### config.mk
export PLATFORM = sky130hd
export DESIGN_NAME = encoder_2to4_flat
export DESIGN_NICKNAME = d
export VERILOG_FILES = /design/src/rtl/encoder_pkg.sv /design/src/rtl/encoder_2to4_if.sv /design/src/rtl/encoder_prio_comb.sv /design/src/rtl/encoder_2to4.sv /design/src/flat_wrapper.sv
export SDC_FILE = /design/constraint.sdc
export NUM_CORES = 1
export LEC_CHECK = 0
export CORE_AREA = 3 3 40 42
export CTS_BUF_LIST = sky130_fd_sc_hd__clkbuf_8
export DETAILED_ROUTE_END_ITERATION = 6
export DIE_AREA = 0 0 43 45
export PLACE_DENSITY = 0.3
export SYNTH_ARGS = -nofsm -noshare
export SYNTH_HDL_FRONTEND = slang
export SYNTH_SLANG_ARGS = --single-unit
### constraint.sdc
create_clock -name clk -period 0.8 [get_ports clk]
set_input_delay 0.12 -clock clk [delete_from_list [all_inputs] [get_ports clk]]
set_output_delay 0.12 -clock clk [all_outputs]
set_load 0.02 [all_outputs]
### src/rtl/encoder_pkg.sv
// encoder_pkg: shared widths and index type for the priority encoder
package encoder_pkg;
  localparam int ENC_IN_W = 4;
  localparam int ENC_OUT_W = 2;
  typedef logic [ENC_OUT_W-1:0] enc_idx_t;
endpackage

### src/rtl/encoder_2to4_if.sv
// encoder_2to4_if: request vector in, encoded index/flags out; multi only with ENCODER_ONEHOT_CHECK_EN
interface encoder_2to4_if import encoder_pkg::*; #(
  parameter int IN_W = ENC_IN_W,
  localparam int OUT_W = $clog2(IN_W)
);
  logic [IN_W-1:0] din;
  logic [OUT_W-1:0] y;
  logic valid;
`ifdef ENCODER_ONEHOT_CHECK_EN
  logic multi;
`endif
  modport master (
    output din,
    input y,
    input valid
`ifdef ENCODER_ONEHOT_CHECK_EN
    , input multi
`endif
  );
  modport slave (
    input din,
    output y,
    output valid
`ifdef ENCODER_ONEHOT_CHECK_EN
    , output multi
`endif
  );
endinterface

### src/rtl/encoder_prio_comb.sv
// encoder_prio_comb: combinational highest-index priority encode; multi output with ENCODER_ONEHOT_CHECK_EN
module encoder_prio_comb import encoder_pkg::*; #(
  parameter int IN_W = ENC_IN_W,
  localparam int OUT_W = $clog2(IN_W)
) (
  input logic [IN_W-1:0] din,
  output logic [OUT_W-1:0] idx,
  output logic any
`ifdef ENCODER_ONEHOT_CHECK_EN
  , output logic multi
`endif
);
  // later iterations overwrite earlier ones, so the highest set bit wins
  always_comb begin
    idx = '0;
    for (int i = 0; i < IN_W; i++) idx = din[i] ? OUT_W'(i) : idx;
  end
  assign any = |din;
`ifdef ENCODER_ONEHOT_CHECK_EN
  assign multi = |(din & (din - IN_W'(1)));
`endif
endmodule

### src/rtl/encoder_2to4.sv
// encoder_2to4: registered priority encoder, 1-cycle latency; ENCODER_ONEHOT_CHECK_EN adds multi
module encoder_2to4 import encoder_pkg::*; #(
  parameter int IN_W = ENC_IN_W
) (
  input logic clk,
  input logic rst,
  encoder_2to4_if.slave bus
);
  localparam int OUT_W = $clog2(IN_W);
  logic [OUT_W-1:0] idx;
  logic any;
`ifdef ENCODER_ONEHOT_CHECK_EN
  logic multi;
`endif
  encoder_prio_comb #(.IN_W(IN_W)) u_comb (
    .din(bus.din),
    .idx(idx),
    .any(any)
`ifdef ENCODER_ONEHOT_CHECK_EN
    , .multi(multi)
`endif
  );
  always_ff @(posedge clk) begin
    bus.y <= rst ? '0 : idx;
    bus.valid <= rst ? 1'b0 : any;
`ifdef ENCODER_ONEHOT_CHECK_EN
    bus.multi <= rst ? 1'b0 : multi;
`endif
  end
endmodule

### src/flat_wrapper.sv
// flat-port wrapper written by rule: the top's interface ports become plain ports
module encoder_2to4_flat import encoder_pkg::*;
#(
  parameter int IN_W = ENC_IN_W
)
  (clk, rst, bus_din, bus_y, bus_valid);
  encoder_2to4_if #(.IN_W(IN_W)) bus_i ();
  input logic clk;
  input logic rst;
  input wire logic [$bits(bus_i.din)-1:0] bus_din;
  output wire logic [$bits(bus_i.y)-1:0] bus_y;
  output wire logic [$bits(bus_i.valid)-1:0] bus_valid;
  assign bus_i.din = bus_din;
  assign bus_y = bus_i.y;
  assign bus_valid = bus_i.valid;
  encoder_2to4 #(.IN_W(IN_W)) u_core (.clk(clk), .rst(rst), .bus(bus_i));
endmodule
==> impl_metrics.env <==
export IMPL_status="complete, no violations"
export IMPL_clkTransAtPathRegs_ns=0.03
export IMPL_ant_nets=0
export IMPL_post_cts_setup_buffers=0
export IMPL_coreArea_um2=1285
export IMPL_drt_total_wl_um=278
export IMPL_seq_area_frac_synth_pct=63.16
export IMPL_antenna_found_initial=0
export IMPL_cap_violations=0
export IMPL_ys_ff_latch=3
export IMPL_p_leak_nw=0.1033
export IMPL_vias_per_cell=2.730
export IMPL_first_pass_iters=3
export IMPL_crit_fanout=1
export IMPL_grt_overflow_total=0
export IMPL_fin_nets=29
export IMPL_die_area_um2=1935
export IMPL_portBuffers=8
export IMPL_cpLargestDelayFamily="flip-flops"
export IMPL_power_density_nw_per_um2=2838
export IMPL_yosysWarnings=0
export IMPL_start_kind="flip-flop"
export IMPL_grt_usage_pct=4.326
export IMPL_synth_fp_nets=16
export IMPL_die_w_um=43
export IMPL_vias=101
export IMPL_fmax_mhz=1296
export IMPL_pin_count=9
export IMPL_worstPathBufferInverterCount=1
export IMPL_crit_slowest_cell="dfxtp_1"
export IMPL_cts_buffers=3
export IMPL_cts_tree="done"
export IMPL_num_antenna_cells=0
export IMPL_regArea_um2=60.06
export IMPL_cts_sinks=3
export IMPL_cts_root_buf="clkbuf_8"
export IMPL_fin_crit_sh_pct=96.43
export IMPL_place_gp_congestion=0.5317
export IMPL_h_tree_depth=1
export IMPL_syn_cell_area_um2=95.09
export IMPL_utilization_pct=18.01
export IMPL_drt_initial_drc_count=3
export IMPL_drive_gt1_share_pct=31.82
export IMPL_path_class="flip-flop to primary output"
export IMPL_holdPathStages=3
export IMPL_ir_drop_mv=0.7472
export IMPL_syn_inst=10
export IMPL_drc=0
export IMPL_slowest_delay_ns=0.29
export IMPL_finalSetupViolCount=0
export IMPL_holdBufCountCts=0
export IMPL_hold_violations=0
export IMPL_ys_types=6
export IMPL_arrival_ns=0.65
export IMPL_multi_input_area_um2=31.28
export IMPL_crit_path_end_kind="primary output"
export IMPL_fillers=144
export IMPL_rsz0062_at_grt="false"
export IMPL_cp_cell_sequence="buf_4"
export IMPL_grt_pass1_wl_um=489
export IMPL_hold_end="u_core.bus.y[0]"
export IMPL_die_h_um=45
export IMPL_initial_core_util_pct=7.400
export IMPL_wl_per_cell_um=7.514
export IMPL_hold_path_startpoint="bus_din[3]"
export IMPL_required_ns=0.68
export IMPL_whs_ns=0.4878
export IMPL_maxSlewHeadroom_pct=91.19
export IMPL_syn_area_per_cell_um2=9.509
export IMPL_layout_min_cycle_time_ns=0.7714
export IMPL_syn_to_final_growth_pct=143.4
export IMPL_final_max_slew_violation_count=0
export IMPL_clk_path_buf_depth=2
export IMPL_ctsResizeCount=12
export IMPL_grt_max_degree=4
export IMPL_first_global_vias=115
export IMPL_rows=13
export IMPL_worst_pin_slew_ns=0.1317
export IMPL_hold_class="primary input to flip-flop"
## per-layer routing
| layer | vias to the layer above | GRT usage, % | wire length (µm) |
|---|---|---|---|
| met5 | - | 0 | 0 |
| met4 | 0 | 5.422 | 0 |
| met1 | 37 | 5.288 | 157 |
| li1 | 55 | - | - |
| met2 | 9 | 2.395 | 68 |
| met3 | 0 | 5.179 | 52 |
## synthesized netlist by cell type
cell type  count  area (µm²)
a21oi_1        1       5.000
a21oi_2        1       8.760
dfxtp_1        3       60.06
inv_1          1       3.750
nand2b_1       1       6.260
nor2_1         3       11.26
## cell usage in the layout (no fill, tap or decap)
master / count
clkdlybuf4s50_1: 5
nor2_1: 3
clkbuf_8: 3
buf_4: 3
dfxtp_1: 3
inv_1: 2
nand2b_1: 1
a21oi_2: 1
a21oi_1: 1
## through the flow
stage	area (µm²)	power, mW	setup TNS, ns	setup slack [ns]	instances
after floorplan	95.09	0.1890	0	0.2849	10
after global placement	193.9	0.2370	-0.8094	-0.2012	33
after detailed placement	193.9	0.2376	-0.8385	-0.2111	33
after CTS	224.0	0.6657	0	0.004506	37
after global routing	231.5	0.6940	0	0.001705	37
final	231.5	0.6569	0	0.02860	37
## state kept, by name (all words and copies together), names as in the netlist
signal	count
u_core.bus.y	2
u_core.bus.valid	1
## cells by family (layout without fill, tap and decap cells)
| group | Yosys count | count (layout) | synth area share, % |
|---|---|---|---|
| and+or+nand+nor | 4 | 4 | 18.42 |
| DFF | 3 | 3 | 63.16 |
| buffers and inverters | 1 | 13 | 3.944 |
| AOI/OAI and AO/OA | 2 | 2 | 14.47 |
## layout make-up
class,instances,share of cell area [%]
well taps,15,8.108
multi-input cells,6,13.51
repair buffers,8,31.35
flip-flops and latches,3,25.95
inverters,1,1.622
clock buffers,3,17.84
clock inverters,1,1.622
## worst max-delay path by stage
stage / start / slack, ns / depth (start not counted) / to
3_5_place_dp: u_core.bus.valid / -0.21 / 1 / bus_valid
6_report: u_core.bus.y[1] / 0.03 / 1 / bus_y[1]
4_1_cts: u_core.bus.y[1] / 0.005 / 1 / bus_y[1]
5_1_grt: u_core.bus.valid / 0.002 / 1 / bus_valid
2_1_floorplan: u_core.bus.valid / 0.28 / 0 / bus_valid
3_3_place_gp: u_core.bus.valid / -0.20 / 1 / bus_valid
## report_power, final
part / switching [mW] / internal (mW)
Clock: 0.0987 / 0.327
Sequential: 0.00259 / 0.161
Combinational: 0.0293 / 0.0391
Total: 0.131 / 0.526
(Power assumes the default switching activity.)
==> edit, RTL diff (config.mk and constraints unchanged) <==
Change the package constant `ENC_IN_W` from 4 to 8.
--- a/src/rtl/encoder_pkg.sv
+++ b/src/rtl/encoder_pkg.sv
@@ -1,6 +1,6 @@
 // encoder_pkg: shared widths and index type for the priority encoder
 package encoder_pkg;
-  localparam int ENC_IN_W = 4;
+  localparam int ENC_IN_W = 8;
   localparam int ENC_OUT_W = 2;
   typedef logic [ENC_OUT_W-1:0] enc_idx_t;
 endpackage
Interface: changed (resized bus_din and bus_y); port bits go from 9 to 14. The function was not compared with the original's and may differ.
==> edit against the original RTL <==
Power up 14%; synthesized cell count is 60% higher; final cell count up 35%; combinational power rose by 73%; area after synthesis increased by 64%; final area up 54%; setup slack got worse by 0.0053 ns; routed wire length is 63% higher; sequential cell count rose by 1; sequential power up 33%; worst hold slack got worse by 0.22 ns; critical path type unchanged; largest power group unchanged.
==> edit: results (changes against the original RTL) <==
async set-or-reset flop fraction in the synthesized netlist - 0 (unchanged)
mux contribution to synthesized area - 0 (unchanged)
sequential area share after synthesis - 0.512 (-0.120)
peak supply drop - 0.339 mV (-55%)
WP data arrival - 0.66 ns
Crit path max-delay family - flip-flops
synth unique cells - 11 (+5)
max_slew headroom - 0.846 (-0.0662)
Net Switching - 0.153 mW (+17%)
Max clock buf depth - 2 (unchanged)
Post-synth EDFFs - 0 (unchanged)
Min-Delay Path Class - in2reg
Synth Area in XOR/XNOR - 0 (unchanged)
RePlAce Congestion - 0.634 (+19%)
leakage - 0.161 nW (+55%)
CTS Buf Count - 3 (unchanged)
largest net degree at the start of global routing - 5 (+1)
Max stage delay cell, worst path - dfxtp_1
CTS H-Tree Depth - 1 (unchanged)
drc violations - 0 (unchanged)
1st-pass router iterations - 1 (-2)
post-synthesis compound-gate area fraction - 0.320 (+0.175)
first-pass GRT wire length - 634 um (+30%)
YS warnings - 0 (unchanged)
clk slew on worst S/H paths - 0.03 ns (about the same)
commonest cells in the netlist - dfxtp_1, a21oi_1
adder-cell share of the synthesized area - 0 (unchanged)
Routed Wire Length - 452 um (+63%)
biggest regs - u_core.bus.y x3, u_core.bus.valid x1
vias in the first global route - 165 (+43%)
syn avg cell area - 9.78 um2 (+2.8%)
1st-iter DRT viols - 0 (-3)
Syn Nets - 26 (+10)
Finished Layout Cells - 50 (+35%)
Buffers on Ports - 13 (+5)
number of placed instances, taps included - 47 (+42%)
outcome - finished, final reports clean
Main synth FF type - dfxtp_1
antenna cells - 0 (unchanged)
share of layout cells above drive strength 1 - 0.429 (+0.110)
fillers - 144 (unchanged)
Area contributors post-synth - dfxtp_1, o41ai_2, a21oi_1
initial antenna violation count - 0 (unchanged)
critical path's largest stage delay - 0.29 ns (about the same)
clk root buf - clkbuf_8
GRT Total Usage - 0.0508 (+0.00757)
Worst Path Max Fanout - 1 (unchanged)
Vias/cell - 3.68 (+35%)
[edit: what timing repair did]
action	CTS	global route
pin swaps	3	0
endpoints found under the hold margin	0	0
setup endpoints to repair	7	4
hold buffers	0	0
gates resized for setup	25	2
buffers inserted	0	0
[edit: per-layer routing]
layer | part of all wire | routed length [um] | track usage | vias to the layer above
li1 | - | - | - | 98
met3 | 0.13 | 57 | 0.0239 | 0
met1 | 0.44 | 197 | 0.0556 | 72
met5 | 0 | 0 | 0 | -
met2 | 0.44 | 197 | 0.0509 | 14
met4 | 0 | 0 | 0.0904 | 0
[edit: stage by stage]
| stage | cell area (um2) | utilization | hold WS, ns | setup TNS [ns] | setup WS [ns] |
|---|---|---|---|---|---|
| 2_1_floorplan | 156 | - | 0.189 | 0 | 0.214 |
| 3_3_place_gp | 328 | 0.255 | 0.768 | -1.78 | -0.270 |
| 3_5_place_dp | 328 | 0.255 | 0.771 | -1.87 | -0.333 |
| 4_1_cts | 350 | 0.273 | 0.270 | 0 | 0.0143 |
| 5_1_grt | 355 | 0.277 | 0.287 | 0 | 0.00532 |
| 6_report | 355 | 0.277 | 0.270 | 0 | 0.0233 |
[edit: cells by family after synthesis]
group,Yosys count
buffers and inverters,1
AO/OA/AOI/OAI,7
AND/OR/NAND/NOR,4
flip-flops,4
[edit: cell type report]
| cell class | instances | area (um2) | area share |
|---|---|---|---|
| tap | 15 | 18.8 | 0.0528 |
| inverter | 1 | 3.75 | 0.0106 |
| multi-input combinational | 11 | 85.1 | 0.239 |
| clock buffer | 3 | 41.3 | 0.116 |
| sequential | 4 | 80.1 | 0.225 |
| timing repair buffer | 16 | 126 | 0.356 |
[edit: final timing paths]
| kind | start | end | slack, ns | cells past startpoint |
|---|---|---|---|---|
| max | u_core.bus.y[0] | bus_y[0] | 0.02 | 1 |
| min | bus_din[4] | u_core.bus.y[0] | 0.27 | 2 |
[edit: power groups by stage]
stage / registers [mW] / logic [mW] / clock network (mW)
2_1_floorplan: 0.239 / 0.0229 / 0
3_3_place_gp: 0.220 / 0.136 / 0
3_5_place_dp: 0.221 / 0.137 / 0
4_1_cts: 0.217 / 0.117 / 0.423
5_1_grt: 0.218 / 0.126 / 0.432
6_report: 0.217 / 0.118 / 0.413
